==> src/rtl/seq4_stepper.sv <==
// seq4_stepper: four-phase state stepper (S0..S3) with a programmable
// per-state dwell, hold/freeze, and a one-cycle completion pulse.
// A run visits S0, S1, S2 and S3 once, then returns to idle and raises done.
module seq4_stepper #(
  parameter int DWELL_W = 4
) (
  input  logic               clk,
  input  logic               rst_n,
  input  logic               start,
  input  logic               hold,
  input  logic [DWELL_W-1:0] dwell,
  output logic [1:0]         st_code,
  output logic               st_valid,
  output logic               step,
  output logic               done,
  output logic               busy
);

  // Control FSM: idle waiting for start, or stepping through a run.
  typedef enum logic {
    IDLE = 1'b0,
    RUN  = 1'b1
  } fsm_t;

  // Encoded run states; the next state is always the code plus one.
  typedef enum logic [1:0] {
    S0 = 2'b00,
    S1 = 2'b01,
    S2 = 2'b10,
    S3 = 2'b11
  } code_t;

  localparam logic [DWELL_W-1:0] CNT_ZERO = '0;
  localparam logic [DWELL_W-1:0] CNT_ONE  = {{(DWELL_W-1){1'b0}}, 1'b1};

  fsm_t               fsm_q,   fsm_d;
  code_t              code_q,  code_d;
  logic [DWELL_W-1:0] cnt_q,   cnt_d;
  logic [DWELL_W-1:0] dwell_q, dwell_d;
  logic               step_q,  step_d;
  logic               done_q,  done_d;

  // Successor code in the S0 -> S3 order.
  function automatic code_t next_code(input code_t cur);
    logic [1:0] raw;
    raw = cur + 2'd1;
    return code_t'(raw);
  endfunction

  // State register; reset aborts any run at once without a done pulse.
  always_ff @(posedge clk or negedge rst_n) begin
    if (!rst_n) begin
      fsm_q   <= IDLE;
      code_q  <= S0;
      cnt_q   <= CNT_ZERO;
      dwell_q <= CNT_ZERO;
      step_q  <= 1'b0;
      done_q  <= 1'b0;
    end else begin
      fsm_q   <= fsm_d;
      code_q  <= code_d;
      cnt_q   <= cnt_d;
      dwell_q <= dwell_d;
      step_q  <= step_d;
      done_q  <= done_d;
    end
  end

  // Next-state logic: hold freezes everything, otherwise count down the
  // dwell, advance the code at zero, and leave the run after S3 expires.
  always_comb begin
    fsm_d   = fsm_q;
    code_d  = code_q;
    cnt_d   = cnt_q;
    dwell_d = dwell_q;
    step_d  = 1'b0;
    done_d  = 1'b0;
    case (fsm_q)
      IDLE: begin
        code_d = S0;
        if (start) begin
          // Dwell is captured here; later changes to the input are ignored.
          fsm_d   = RUN;
          cnt_d   = dwell;
          dwell_d = dwell;
        end
      end
      RUN: begin
        if (hold) begin
          // Frozen cycle: no counting, no step, no done.
        end else if (cnt_q != CNT_ZERO) begin
          cnt_d = cnt_q - CNT_ONE;
        end else if (code_q != S3) begin
          code_d = next_code(code_q);
          cnt_d  = dwell_q;
          step_d = 1'b1;
        end else begin
          fsm_d  = IDLE;
          code_d = S0;
          done_d = 1'b1;
        end
      end
      default: begin
        fsm_d  = IDLE;
        code_d = S0;
      end
    endcase
  end

  // Outputs come straight from flops so downstream decode sees clean levels.
  assign st_code  = code_q;
  assign st_valid = (fsm_q == RUN);
  assign busy     = (fsm_q == RUN);
  assign step     = step_q;
  assign done     = done_q;

endmodule

==> config.mk <==
export PLATFORM = sky130hd
export DESIGN_NAME = seq4_stepper
export DESIGN_NICKNAME = d
export VERILOG_FILES = /design/src/rtl/seq4_stepper.sv
export SDC_FILE = /design/constraint.sdc
export NUM_CORES = 1
export LEC_CHECK = 0
export BUFFER_PORTS_ARGS = -buffer_cell sky130_fd_sc_hd__buf_4
export CAP_MARGIN = 10
export CORE_UTILIZATION = 51
export CTS_CLUSTER_SIZE = 28
export DETAILED_ROUTE_END_ITERATION = 6
export GPL_TIMING_DRIVEN = 0
export PLACE_DENSITY = 0.75
export SYNTH_ARGS = -nofsm -noshare
export SYNTH_HDL_FRONTEND = slang
export SYNTH_SLANG_ARGS = --single-unit
==> constraint.sdc <==
create_clock -name clk -period 2.1 [get_ports clk]
set_clock_uncertainty 0.1 [all_clocks]
set_input_delay 0.105 -clock clk [delete_from_list [all_inputs] [get_ports clk]]
set_output_delay 0.105 -clock clk [all_outputs]
set_load 0.005 [all_outputs]
==> results by group <==
Worst setup path
  • Terminus of the critical flop-to-flop path: cnt_q[1]
  • Critical-path cell list: inv_1 -> ha_1 -> or3b_1 -> buf_6 -> o21bai_4 -> mux2_4
  • Reg2Reg Depth: 6
  • Crit-path leading delay family: flip-flops
  • Capturing instance or port of the critical path: cnt_q[1]
  • Reg-to-Reg Start: cnt_q[0]
  • Setup Crit Path Kind: flop to flop
  • CP Capture Type: flop
  • Required time of the critical path: 2.16 ns
  • CP startpoint: cnt_q[0]
  • Critical path launch point type: flop
  • Worst reg-to-reg setup slack: 0.18 ns
  • Worst Path Arrival: 1.98 ns
  • Critical path depth in cells: 6
  • Largest stage delay on the critical path: 0.40 ns
  • Critical Path Slowest Stage Cell: dfrtp_1
  • Count of buffer and inverter cells on the critical path: 2
  • Peak fanout along the critical path: 10

Placement
  • Global placement routability congestion: 0.8182
  • Inst Count DP: 93
  • Instance area after placement: 809.5 um^2
  • Worst slack at placement: ~0.18 ns
  • Placed wire-length estimate: 1016 um
  • Count of buffers from port buffering: 13

Synth
  • Cell count after synthesis: 66
  • Post-Synthesis Mean Instance Area: between 10 and 15 um^2
  • EDFF count, synth: 0
  • Ys Warns: 0
  • Sequential cell area fraction in the yosys report: 46.85%
  • Fraction of registers with async set/reset: 100.0%
  • Flip-flop cell with the highest count after synthesis: dfrtp_1
  • Synthesized area: between 600 and 700 um^2
  • Number of nets produced by synthesis: 76
  • Cell variety after synth: 27
  • Yosys reg bits: 13

Detailed routing
  • Number of antenna-violating nets in the routed design: 0
  • Via/cell ratio: 5.740
  • Iteration-0 DRC Markers: 18
  • Final wirelength: around 1400 um
  • Via total after detailed routing: 597
  • Wire per inst: 13.78 um
  • DRC violations left: 0
  • Pre-Repair DR Iteration Count: 4

Pwr
  • Pwr per Cell Area: 1133 mW/mm^2
  • Static power due to leakage: 0.4223 nW
  • Worst vdd rail ir drop: 0.0006688 V
  • Final total power: 1.026 mW

Global routing
  • Total global routing track utilization: between 20% and 30%
  • Congestion Overflow GR: 0
  • Largest net degree at the start of global routing: 14
  • Number of antenna violations at the first check in global routing: 0
  • Vias in the first global route: 573
  • Global-route wire length before repair: 2373 um

Layout
  • Fraction of final layout cells sized beyond drive strength 1: 31.11%
  • Number of antenna repair diodes: 0
  • Final Instance Area: roughly 910 um^2
  • Util after Layout: 76.37%
  • Layout net count: a little over 100
  • Area occupied by multi-input gates: 321.6 um^2
  • Final Non-Filler Cells: between 100 and 150
  • Fill cells: 90
  • Layout-stage area growth over the synthesis result: 30.45%
  • Register cell area after layout: roughly 330 um^2

Timing
  • # setup viols final: 0
  • Sum of negative setup slack: 0 ns
  • Final max-slew violation count: 0
  • Fin crit share: 91.35%
  • Actual transition at the worst max-transition pin: 0.3822 ns
  • Final worst hold slack: 0.1008 ns
  • Final hold violation count: 0
  • Final setup margin: 0.1817 ns
  • Normalized max-slew margin: 74.52%
  • Clock period minus worst slack: ~1.9 ns
  • Unrepaired setup endpoints after global routing: no
  • FMAX: between 500 and 600 MHz

Clock tree
  • Setup bufs post-CTS: 0
  • H-Tree Depth: 1
  • Latest clock arrival within the worst-skew pair: 0.27 ns
  • Buffer levels on the longest clock path: 2
  • Total clock buffers created by CTS: 3
  • Clock tree from TritonCTS: done
  • Buffer type at the clock tree root: clkbuf_4
  • Clock sink total: 13
  • Worst-path clk slew: 0.08 ns

Die
  • DIE HEIGHT: 38.90 um
  • Area of the placeable core: approximately 0.0012 mm^2
  • # rows: 12
  • Die ar.: roughly 0.0015 mm^2
  • Horizontal die dimension: between 30 and 40 um
  • Initial cell density of the core: 58.54%
  • Top-level port count: 14

Outcome
  • Outcome: completed

Job
  • Max-capacitance violation count: 0

Min path
  • Class of the worst hold path: primary input to asynchronous set/reset pin
## sequential cells by signal, summed over array words and instances (netlist names)
signal	count
dwell_q	4
st_code	2
cnt_q	4
busy	1
step	1
done	1
## power breakdown
group	switching [mW]	internal (mW)	leakage, nW	total [mW]
combinational	0.200	0.248	0.249	0.448
sequential	0.0764	0.348	0.159	0.425
clock	0.0806	0.0737	0.0150	0.154
total	0.357	0.669	0.422	1.03
## how the worst min path moves through the flow
stage          slack (ns)  endpoint
2_1_floorplan       -0.29      busy
3_3_place_gp        -0.15  cnt_q[2]
3_5_place_dp        -0.14  cnt_q[1]
4_1_cts              0.11  cnt_q[0]
5_1_grt              0.13  cnt_q[0]
6_report             0.10  cnt_q[1]
## cell families after synthesis
group	count (synthesis)	share of synthesized area, %
mux	6	10.09
buf+inv	7	6.846
flops	13	46.85
simple gates	21	16.22
fa+ha+maj	2	3.603
compound gates	17	16.40
## worst register-to-register path, cell delays in order, from the launching register on
cell      delay [ns]
dfrtp_1         0.40
inv_1           0.08
ha_1            0.21
or3b_1          0.38
buf_6           0.16
o21bai_4        0.17
mux2_4          0.31
## repair_timing
action                                 4_1_cts  5_1_grt
endpoints found under the hold margin       20        0
hold buffers                                 7        0
gates resized for setup                      0        0
## cell usage in the layout (no fill, tap or decap), drive strengths merged
cell type,Yosys,layout
a21oi,6,6
ha,2,2
nand2,5,5
or3b,1,1
buf,2,15
o21bai,1,1
a21o,1,1
inv,4,4
clkbuf,1,5
nor2,8,8
nor2b,1,1
nor4b,1,1
a31oi,1,1
a211oi,1,1
nor4,1,1
nor3b,1,1
dfrtp,13,13
nor3,2,2
mux2,5,5
dlygate4sd3,0,7
a22oi,1,1
nand2b,1,1
o21ai,4,4
mux2i,1,1
o311ai,1,1
o22ai,1,1
## cell type report
| type | count | area share (%) |
|---|---|---|
| buffer | 3 | 3.591 |
| clock buffer | 4 | 2.901 |
| timing repair buffer | 20 | 18.51 |
| multi-input combinational | 46 | 35.50 |
| tap | 14 | 1.934 |
| inverter | 4 | 1.657 |
| sequential | 13 | 35.91 |
## metal layers
metal / up-vias / track usage (%) / part of all wire (%)
met1: 286 / 29.10 / 42
met3: 5 / 3.468 / 5.1
met5: - / 0 / 0
met2: 25 / 40.00 / 51
li1: 281 / - / -
met4: 0 / 12.93 / 2.2
## synthesized netlist by cell type, types with 2 or more instances
| master | instances | area [um^2] |
|---|---|---|
| nor3_1 | 2 | 10.01 |
| nor2_1 | 8 | 30.03 |
| nand2_1 | 5 | 18.77 |
| dfrtp_1 | 13 | 325.3 |
| a21oi_1 | 6 | 30.03 |
| ha_1 | 2 | 25.02 |
| inv_1 | 4 | 15.01 |
| o21ai_0 | 4 | 20.02 |
| mux2_2 | 4 | 45.04 |
Power figures use the tool's default switching activity.
